==> src/rtl/hexdisp_ctrl.sv <==
// hexdisp_ctrl: seven-segment hex display controller with a clock-enable divider.
//
// A free-running divider produces a one-cycle 'tick' every DIV fastclk cycles.
// A display register (disp) captures 'value' either on ticks (LIVE, BLINK and
// the reserved mode) or on a 'sample' strobe (HOLD). In BLINK, a tick counter
// toggles a blink phase every BLINK_TICKS ticks; while the phase is set, every
// segment is dark. Leading-zero blanking (lzb) darkens upper digits whose
// nibble and all nibbles above it are zero. The segment outputs are registered.
//
// Ports:
//   fastclk  in   system clock, rising edge
//   nReset   in   asynchronous active-low reset
//   value    in   [4*NDIGITS-1:0] data; nibble k drives digit k
//   mode     in   [1:0] 00 LIVE, 01 HOLD, 10 BLINK, 11 LIVE
//   sample   in   capture strobe, only used in HOLD
//   lzb      in   leading-zero blanking enable
//   tick     out  one-cycle pulse every DIV cycles
//   hex      out  [7*NDIGITS-1:0] active-low segments, digit k at 7k+6:7k, bit 0 = a
module hexdisp_ctrl #(
  parameter int NDIGITS     = 2,
  parameter int DIV         = 5000000,
  parameter int BLINK_TICKS = 5
) (
  input  logic                   fastclk,
  input  logic                   nReset,
  input  logic [4*NDIGITS-1:0]   value,
  input  logic [1:0]             mode,
  input  logic                   sample,
  input  logic                   lzb,
  output logic                   tick,
  output logic [7*NDIGITS-1:0]   hex
);

  localparam int CNT_W  = $clog2(DIV);
  localparam int BCNT_W = (BLINK_TICKS > 1) ? $clog2(BLINK_TICKS) : 1;
  localparam logic [CNT_W-1:0]  CNT_LAST  = CNT_W'(DIV - 1);
  localparam logic [BCNT_W-1:0] BCNT_LAST = BCNT_W'(BLINK_TICKS - 1);

  localparam logic [1:0] MODE_HOLD  = 2'b01;
  localparam logic [1:0] MODE_BLINK = 2'b10;

  logic [CNT_W-1:0]       cnt_q, cnt_d;
  logic [4*NDIGITS-1:0]   disp_q, disp_d;
  logic [BCNT_W-1:0]      bcnt_q, bcnt_d;
  logic                   phase_q, phase_d;
  logic [7*NDIGITS-1:0]   hex_q, hex_d;

  // Active-low glyph for one nibble, bit order g..a (bit 0 = a).
  function automatic logic [6:0] seg7(input logic [3:0] n);
    logic [6:0] s;
    case (n)
      4'h0: s = 7'h40;
      4'h1: s = 7'h79;
      4'h2: s = 7'h24;
      4'h3: s = 7'h30;
      4'h4: s = 7'h19;
      4'h5: s = 7'h12;
      4'h6: s = 7'h02;
      4'h7: s = 7'h78;
      4'h8: s = 7'h00;
      4'h9: s = 7'h10;
      4'hA: s = 7'h08;
      4'hB: s = 7'h03;
      4'hC: s = 7'h46;
      4'hD: s = 7'h21;
      4'hE: s = 7'h06;
      default: s = 7'h0E;
    endcase
    return s;
  endfunction

  // Divider: tick is decoded from the counter, so it can never be a partial
  // pulse and is low whenever the counter is held at 0 by reset.
  always_comb begin
    tick  = (cnt_q == CNT_LAST);
    cnt_d = tick ? '0 : cnt_q + CNT_W'(1);
  end

  // Display register: HOLD captures on sample only; every other mode on tick.
  always_comb begin
    disp_d = disp_q;
    if ((mode == MODE_HOLD) ? sample : tick) begin
      disp_d = value;
    end
  end

  // Blink state only advances in BLINK and is cleared otherwise, so leaving
  // BLINK always lands in the visible phase.
  always_comb begin
    bcnt_d  = bcnt_q;
    phase_d = phase_q;
    if (mode != MODE_BLINK) begin
      bcnt_d  = '0;
      phase_d = 1'b0;
    end else if (tick) begin
      if (bcnt_q == BCNT_LAST) begin
        bcnt_d  = '0;
        phase_d = ~phase_q;
      end else begin
        bcnt_d = bcnt_q + BCNT_W'(1);
      end
    end
  end

  // Segment decode. Walking from the top digit down, upper_zero stays set
  // while every nibble seen so far is zero; digit 0 is exempt from blanking.
  always_comb begin : hex_decode
    logic upper_zero;
    hex_d      = '1;
    upper_zero = 1'b1;
    for (int k = NDIGITS - 1; k >= 0; k--) begin
      upper_zero = upper_zero && (disp_q[4*k +: 4] == 4'h0);
      if (!phase_q && !(lzb && upper_zero && (k != 0))) begin
        hex_d[7*k +: 7] = seg7(disp_q[4*k +: 4]);
      end
    end
  end

  always_ff @(posedge fastclk or negedge nReset) begin
    if (!nReset) begin
      cnt_q   <= '0;
      disp_q  <= '0;
      bcnt_q  <= '0;
      phase_q <= 1'b0;
      hex_q   <= '1;
    end else begin
      cnt_q   <= cnt_d;
      disp_q  <= disp_d;
      bcnt_q  <= bcnt_d;
      phase_q <= phase_d;
      hex_q   <= hex_d;
    end
  end

  assign hex = hex_q;

endmodule

==> config.mk <==
export PLATFORM = sky130hd
export DESIGN_NAME = hexdisp_ctrl
export DESIGN_NICKNAME = d
export VERILOG_FILES = /design/src/rtl/hexdisp_ctrl.sv
export SDC_FILE = /design/constraint.sdc
export NUM_CORES = 1
export LEC_CHECK = 0
export BUFFER_PORTS_ARGS = -buffer_cell sky130_fd_sc_hd__buf_2
export CELL_PAD_IN_SITES_DETAIL_PLACEMENT = 1
export CELL_PAD_IN_SITES_GLOBAL_PLACEMENT = 2
export CORE_MARGIN = 2
export CORE_UTILIZATION = 38
export CTS_CLUSTER_SIZE = 10
export DETAILED_ROUTE_END_ITERATION = 10
export PLACE_DENSITY = 0.76
export SYNTH_ARGS = -nofsm -noshare
export SYNTH_HDL_FRONTEND = slang
export SYNTH_SLANG_ARGS = --single-unit
==> constraint.sdc <==
create_clock -name fastclk -period 2.7 [get_ports fastclk]
set_input_delay 0.405 -clock fastclk [delete_from_list [all_inputs] [get_ports fastclk]]
set_output_delay 0.405 -clock fastclk [all_outputs]
set_load 0.02 [all_outputs]
==> results of run 1 <==
==> cell usage in the layout, fill, tap and decap left out, types with 10 or more instances in the layout <==
cell type	instances
dfrtp_1	35
xnor2_1	11
nor2_1	24
inv_1	11
dfstp_2	14
buf_2	28
nand2_1	19
nand3_1	10
ha_1	15
==> cell type report <==
| cell class | instances | area share (%) |
|---|---|---|
| clock buffer | 7 | 2.91 |
| clock inverter | 1 | 1.01 |
| inverter | 11 | 1.39 |
| multi-input combinational | 179 | 43.6 |
| sequential | 49 | 42.0 |
| tap | 80 | 3.38 |
| timing repair buffer | 32 | 5.74 |
==> power by group through the flow <==
| stage | Combinational [mW] | Sequential, mW | Clock, mW |
|---|---|---|---|
| floorplan | 0.226 | 1.02 | 0 |
| global placement | 0.427 | 0.959 | 0 |
| detailed placement | 0.433 | 0.961 | 0 |
| CTS | 0.434 | 0.947 | 0.556 |
| global route | 0.478 | 0.963 | 0.583 |
| finish | 0.428 | 0.943 | 0.539 |
==> metal layers <==
layer / up-vias / track usage (%)
li1: 935 / -
met1: 948 / 22.4
met2: 22 / 25.8
met3: 7 / 3.60
met4: 0 / 4.20
met5: - / 0
==> critical path, delay by kind of cell, from the launching register on <==
family                   cells  cell delay (ns)
AND/OR/NAND/NOR              3             0.84
flip-flops                   1             0.39
buffers and inverters        1             0.23
adder cells (fa/ha/maj)      1             0.22
==> cell families after synthesis <==
| family | Yosys count | share of synthesized area (%) |
|---|---|---|
| and+or+nand+nor | 101 | 20.7 |
| DFF | 49 | 47.4 |
| AOI/OAI and AO/OA | 29 | 8.30 |
| buffers and inverters | 23 | 3.34 |
| xor gates and xnor gates | 17 | 5.67 |
| muxes | 17 | 7.39 |
| adders and majority gates | 15 | 7.15 |
==> metrics by stage <==
stage / std cells / setup slack (ns) / util (%)
2_1_floorplan: 251 / 0.525 / -
4_1_cts: 359 / 0.280 / 44.1
3_5_place_dp: 351 / 0.399 / 42.4
6_report: 359 / 0.332 / 44.1
5_1_grt: 359 / 0.160 / 44.1
3_3_place_gp: 351 / 0.442 / 42.4
==> state kept, by name (all words and copies together), names as in the netlist <==
register,cells
phase_q,1
disp_q,8
bcnt_q,3
hex,14
cnt_q,23
==> synthesized netlist by cell type, types with 2 or more instances <==
library cell	n	area [um2]
mux2i_1	7	70.1
a31oi_1	4	25.0
nor2b_1	5	31.3
xnor2_1	11	96.3
nor4bb_1	2	20.0
nand2_1	19	71.3
nand4_1	9	56.3
o311ai_0	5	43.8
a21oi_1	3	15.0
dfstp_2	14	368
mux2_2	9	101
clkbuf_1	9	33.8
dfrtp_1	35	876
nand2b_1	6	37.5
a221o_1	2	20.0
o211ai_1	3	22.5
nand3_1	10	50.1
ha_1	15	188
and3_1	3	18.8
a21o_1	2	15.0
inv_1	11	41.3
buf_1	2	7.51
nor2_1	24	90.1
xor2_1	6	52.6
and4_1	4	35.0
nor3_1	6	30.0
nor4_1	3	18.8
o21ai_0	5	25.0
==> final timing paths <==
check | to | depth (start not counted) | slack [ns] | startpoint
max in group asynchronous | hex[3] | 2 | 1.74 | nReset
max | tick | 5 | 0.33 | cnt_q[0]
min in group fastclk | disp_q[3] | 2 | 0.33 | value[3]
min reg2reg | cnt_q[0] | 1 | 0.47 | cnt_q[0]
min | cnt_q[3] | 1 | 0.24 | nReset
max reg2reg | bcnt_q[2] | 4 | 0.40 | cnt_q[16]
==> flow_summary.toml, run 1 <==
[status]
status = "complete, no violations"

[worst_setup_path]
cpPeakStageDelay_ns = 0.39
critical_path_required_ns = 2.30
worstSetupPathType = "register to primary output"
crit_chain = "ha_1 > and4_1 > nand4_1 > nor4_1 > buf_2"
critPathArrivalTime_ns = 1.96
end_kind = "primary output"
slowest_stage = "dfrtp_1"
cp_max_fo = 5
start_kind = "register"

[clocking]
postCtsHoldBufs = 0
clk_pin_slew_worst_paths_ns = 0.08
cts_tree = "done"
clockBufferDepth = 2
htreeDepth = 2
cts-root-buf = "clkbuf_8"
cts_resized = 0
clk_latency_ns = 0.30
cts_buffers = 5
postCtsSetupBuffers = 0
cts_sinks = 49

[global_route]
grt_use_total_pct = 16.2
grt_pass1_vias = 1990
grt_antenna_before_repair = 0
grt_max_degree = 42
grt-ovfl-total = 0
grt_pass1_wl_mm = 9.75

[synthesis]
netlist_area_um2 = 2620
yosys_warnings = 0
synth_seq_cells = 49
yosysUniqueCellTypes = 45
syn_area_per_cell_um2 = 10.5
synth_edf_count = 0
synthCells = 251
async_flop_share_pct = 100
syn_nets = 280
ys_seq_area_share_pct = 47.4
yosys_most_used_dff = "dfrtp_1"

[pwr]
power_switching_mw = 0.557
seqPwrFrac_pct = 49.4
power_mw = 1.91
internal-power_mw = 1.35
ir_drop_mv = 0.320
combPwrFrac_pct = 22.4
p_sw_share_pct = 29.2
clkPwrFrac_pct = 28.2
leakage_nw = 1.30
pwr_density_cell_nw_per_um2 = 644

[detailed_routing]
drt_first_pass_iters = 4
wl_met2_mm = 2.58
drtAntennaViolNets = 0
dr.max_layer_used = "met4"
wl_per_cell_um = 15.4
via_per_inst = 5.33
routed-wl-met3_um = 188
drt_iter0_drc = 75
wl_met1_mm = 2.70
vias = 1912
drt_wl_total_mm = 5.53
route.detailed.drc = 0

[sta]
min_period_over_period_pct = 87.7
max_slew_margin_pct = 38.3
skew_ns = 0.00584
setup-tns-final_ns = 0
report.final.slew_viol_count = 0
min_period_ns = 2.37
worst_pin_slew_ns = 0.926
rsz0062_at_grt = "false"
whs_ns = 0.244
fmaxAchievable_mhz = 422
setup_viol = 0
final_hold_viol_count = 0

[place]
place_area_um2 = 2850
gp_congestion = 0.749
portBuffers = 28
dpl.hpwl_mm = 4.07

[worst_hold_path]
hold_class = "input port to asynchronous set/reset pin"

[floorplanning]
die_area_um2 = 7590
dieWidth_um = 87.1
core_area_um2 = 6720
initial_core_util_pct = 39.1
num_rows = 30
ios = 29
dieHeight_um = 87.1

[finish]
fin_area_um2 = 2960
multi_input_area_um2 = 1290
area_delta_synth_final_pct = 13.0
n_antenna_cell = 0
register_area_um2 = 1240
fin_nets = 307
final_layout_size_suffix_gt1_share_pct = 24.4
n_fill_cell = 768

[flow_run]
drv_cap = 0
Note: power is estimated with default switching activity, not from simulation.
==> inputs of run 2 (changes only) <==
--- a/config.mk
+++ b/config.mk
@@ -14,3 +14,4 @@
 export DETAILED_ROUTE_END_ITERATION = 10
-export PLACE_DENSITY = 0.76
+export PLACE_DENSITY = 0.87
+export SLEW_MARGIN = 20
 export SYNTH_ARGS = -nofsm -noshare
--- a/constraint.sdc
+++ b/constraint.sdc
@@ -3,2 +3,2 @@
 set_output_delay 0.405 -clock fastclk [all_outputs]
-set_load 0.02 [all_outputs]
+set_load 0.005 [all_outputs]
==> flow_summary.toml, run 2 (synthesized netlist as in run 1, its figures left out) <==
[floorplanning]
dieHeight_um = 87.1
num_rows = 30
initial_core_util_pct = 39.1
dieWidth_um = 87.1
ios = 29
core_area_um2 = 6720
die_area_um2 = 7590

[detailed_routing]
drt_first_pass_iters = 4
route.detailed.drc = 0
drt_wl_total_mm = 5.65
wl_per_cell_um = 15.7
vias = 1950
drt_iter0_drc = 75
via_per_inst = 5.42
drtAntennaViolNets = 0

[clocking]
postCtsHoldBufs = 0
cts_resized = 0
htreeDepth = 2
clockBufferDepth = 2
cts_sinks = 49
clk_pin_slew_worst_paths_ns = 0.10
cts_tree = "done"
clk_latency_ns = 0.31
cts_buffers = 5
cts-root-buf = "clkbuf_8"
postCtsSetupBuffers = 0

[place]
dp.cells = 352
gp_congestion = 0.755
portBuffers = 28
pre_cts_slack_ns = 0.434
dpl.hpwl_mm = 4.19

[worst_setup_path]
critical_path_required_ns = 2.30
crit_chain = "ha_1 > and4_1 > nand4_1 > nor4_1 > buf_2"
r2r_end = "bcnt_q[2]"
critical_path_buf_inv_count = 1
timing.rr.start = "cnt_q[16]"
start_kind = "register"
worstSetupPathType = "register to primary output"
cp_max_fo = 5
cpPeakStageDelay_ns = 0.42
critPathArrivalTime_ns = 1.98
end_kind = "primary output"
slowest_stage = "nor4_1"
cp_top_family = "simple AND/OR/NAND/NOR gates"
reg2reg_depth = 4
regToRegSetupSlack_ns = 0.42

[finish]
fin_nets = 308
area_delta_synth_final_pct = 13.1
final_cell_mix = "dfrtp_1 (35), buf_2 (28), nor2_1 (24), nand2_1 (19), ha_1 (15)"
final_layout_size_suffix_gt1_share_pct = 25.0
multi_input_area_um2 = 1290
largest_register = "cnt_q"
n_fill_cell = 762
stdcell_count = 360
n_antenna_cell = 0
largest_register_ffs = 23
register_area_um2 = 1240
final_common_cell = "dfrtp_1"

[global_route]
grt_use_total_pct = 16.5
grt_antenna_before_repair = 0
grt_max_degree = 42
grt_pass1_wl_mm = 9.87
grt-ovfl-total = 0
grt_pass1_vias = 2095

[sta]
fmaxAchievable_mhz = 419
setup_viol = 0
skew_ns = 0.0118
max_slew_margin_pct = 39.6
setup-tns-final_ns = 0
min_period_ns = 2.39
min_period_over_period_pct = 88.5
rsz0062_at_grt = "false"
final_hold_viol_count = 0
report.final.slew_viol_count = 0
worst_pin_slew_ns = 0.906
finalWorstSetupSlack_ns = 0.311

[flow_run]
drv_cap = 0

[pwr]
leakage_nw = 1.30
pwr_density_cell_nw_per_um2 = 615
ir_drop_mv = 0.284

[worst_hold_path]
hold_class = "input port to asynchronous set/reset pin"

[status]
status = "complete, no violations"
## run 2: cell types whose count changed in the layout (fill, tap and decap cells not counted), sizes merged
| cell | change |
|---|---|
| inv | +1 |
| buf | +1 |
| clkbuf | -2 |
| clkinv | +1 |
## run 2: worst register-to-register path, stage by stage (launching register included)
cell,delay [ns]
dfrtp_1,0.44
or4b_1,0.54
or4_4,0.44
or4_1,0.47
a32o_1,0.27
## run 2: stage by stage
stage | area, um2 | power [mW] | hold WS (ns) | utilization (%)
2_1_floorplan | 2620 | 1.16 | 0.109 | -
3_3_place_gp | 2860 | 1.30 | 0.443 | 42.5
3_5_place_dp | 2860 | 1.31 | 0.462 | 42.5
4_1_cts | 2970 | 1.86 | 0.261 | 44.2
5_1_grt | 2970 | 1.94 | 0.285 | 44.2
6_report | 2970 | 1.83 | 0.225 | 44.2
## run 2: how the worst max path moves through the flow
stage	from	to	slack [ns]	cells past startpoint
finish	cnt_q[0]	tick	0.31	5
floorplan	cnt_q[16]	bcnt_q[2]	0.52	4
global placement	cnt_q[16]	bcnt_q[2]	0.46	4
detailed placement	cnt_q[15]	bcnt_q[2]	0.43	4
global route	cnt_q[0]	tick	0.16	5
CTS	cnt_q[0]	tick	0.24	5
## run 2: power by group
| group | leakage [nW] | switching [mW] | internal [mW] | total (mW) |
|---|---|---|---|---|
| Combinational | 0.642 | 0.167 | 0.178 | 0.345 |
| Sequential | 0.603 | 0.0735 | 0.871 | 0.944 |
| Clock | 0.0585 | 0.259 | 0.278 | 0.537 |
| Total | 1.30 | 0.499 | 1.33 | 1.83 |
## run 2: layer usage
metal	vias to the layer above	GRT usage [%]	routed length [um]	share of wire (%)
met4	0	4.62	72	1.3
met5	-	0	0	0
li1	943	-	-	-
met1	974	20.8	2560	45
met3	8	3.89	197	3.5
met2	25	28.5	2820	50
## run 2: final cells by class
cell class / count / share of cell area (%)
Multi-Input combinational cell: 179 / 43.5
Sequential cell: 49 / 41.9
Timing Repair Buffer: 33 / 5.99
Tap cell: 80 / 3.37
Clock buffer: 5 / 2.32
Clock inverter: 3 / 1.48
Inverter: 11 / 1.39
==> inputs of run 3 (changes only) <==
- CAP_MARGIN: default -> 20
- CORE_ASPECT_RATIO: default -> 0.75
- CORE_MARGIN: 2 -> default
==> flow_summary.toml, run 3 (synthesized netlist as in run 1, its figures left out) <==
[status]
status = "complete, no violations"

[clocking]
cts_sinks = 49
clk_latency_ns = 0.30
clockBufferDepth = 2
cts-root-buf = "clkbuf_8"
clk_pin_slew_worst_paths_ns = 0.09
postCtsHoldBufs = 0
cts_tree = "done"
cts_resized = 0
cts_buffers = 5
htreeDepth = 2
postCtsSetupBuffers = 0

[flow_run]
drv_cap = 0

[worst_setup_path]
cpPeakStageDelay_ns = 0.39
crit_chain = "ha_1 > and4_1 > nand4_1 > nor4_1 > buf_2"
cp_top_family = "simple AND/OR/NAND/NOR gates"
critical_path_buf_inv_count = 1
critPathArrivalTime_ns = 1.97
slowest_stage = "dfrtp_1"
worstSetupPathType = "register to primary output"
end_kind = "primary output"
critical_path_required_ns = 2.30
start_kind = "register"
cp_max_fo = 5

[place]
portBuffers = 28
gp_congestion = 0.766
pre_cts_slack_ns = 0.410
dp.cells = 352
dpl.hpwl_mm = 4.32

[global_route]
use_met1_pct = 25.6
grt_pass1_vias = 2090
grt_use_total_pct = 18.9
use_met2_pct = 31.0
grt-ovfl-total = 0
grt_pass1_wl_mm = 10.6
grt_antenna_before_repair = 0
grt.busiest_layer = "met2"
grt.met3_usage_pct = 4.51
grt_max_degree = 43

[sta]
min_period_ns = 2.37
setup_viol = 0
final_hold_viol_count = 0
setup-tns-final_ns = 0
finalWorstSetupSlack_ns = 0.326
rsz0062_at_grt = "false"
skew_ns = 0.00821
worst_pin_slew_ns = 0.964
min_period_over_period_pct = 87.9
max_slew_margin_pct = 35.7
fmaxAchievable_mhz = 421
whs_ns = 0.256
report.final.slew_viol_count = 0

[pwr]
pwr_density_cell_nw_per_um2 = 616
combPwrFrac_pct = 18.8
clkPwrFrac_pct = 29.6
leakage_nw = 1.30
power_switching_mw = 0.484
p_sw_share_pct = 26.4
ir_drop_mv = 0.349
seqPwrFrac_pct = 51.5
internal-power_mw = 1.35

[finish]
n_antenna_cell = 0
final_cell_mix = "dfrtp_1 (35), buf_2 (28), nor2_1 (24), nand2_1 (19), ha_1 (15)"
n_fill_cell = 716
fin_nets = 307
area_delta_synth_final_pct = 13.5
final_common_cell = "dfrtp_1"
largest_register = "cnt_q"
largest_register_ffs = 23
final_layout_size_suffix_gt1_share_pct = 24.4
stdcell_count = 360

[floorplanning]
dieHeight_um = 74.0
initial_core_util_pct = 40.5
ios = 29
core_area_um2 = 6470
num_rows = 25
dieWidth_um = 98.0
die_area_um2 = 7240

[detailed_routing]
drt_iter0_drc = 99
wl_per_cell_um = 16.7
via_per_inst = 5.45
drt_first_pass_iters = 4
vias = 1962
route.detailed.drc = 0
drt_wl_total_mm = 6.01
drtAntennaViolNets = 0

[worst_hold_path]
hold_class = "input port to asynchronous set/reset pin"
-- run 3: per-layer routing --
metal | vias to the layer above | routed length [um]
met2 | 42 | 2790
met1 | 977 | 2960
met3 | 4 | 232
met4 | 0 | 38
li1 | 939 | -
met5 | - | 0
-- run 3: cell type report --
cell class              count  area [um2]  area share (%)
well taps                  81         101            3.40
inverters                  11        41.3            1.39
clock inverters             1        30.0            1.01
clock buffers               7        86.3            2.90
repair buffers             32         183            6.13
multi-input cells         179        1290            43.4
flip-flops and latches     49        1240            41.8
-- run 3: per-stage QoR --
step / util, % / area, um2 / power, mW
detailed placement: 44.2 / 2860 / 1.31
CTS: 46.0 / 2980 / 1.87
finish: 46.0 / 2980 / 1.84
global placement: 44.2 / 2860 / 1.30
global route: 46.0 / 2980 / 1.95
floorplan: - / 2620 / 1.16
-- run 3: power groups by stage --
| stage | clock network, mW | logic (mW) | registers, mW |
|---|---|---|---|
| after floorplan | 0 | 0.226 | 0.936 |
| after global placement | 0 | 0.341 | 0.957 |
| after detailed placement | 0 | 0.350 | 0.960 |
| after CTS | 0.573 | 0.352 | 0.947 |
| after global routing | 0.596 | 0.395 | 0.963 |
| final | 0.544 | 0.346 | 0.946 |
-- run 3: final timing paths --
check / from / to / slack, ns / cells past startpoint
min in group fastclk: value[1] / disp_q[1] / 0.33 / 2
max: cnt_q[0] / tick / 0.33 / 5
max in group asynchronous: nReset / hex[2] / 1.71 / 2
min: nReset / disp_q[7] / 0.26 / 1
max reg2reg: cnt_q[15] / bcnt_q[2] / 0.38 / 4
min reg2reg: cnt_q[0] / cnt_q[0] / 0.48 / 1
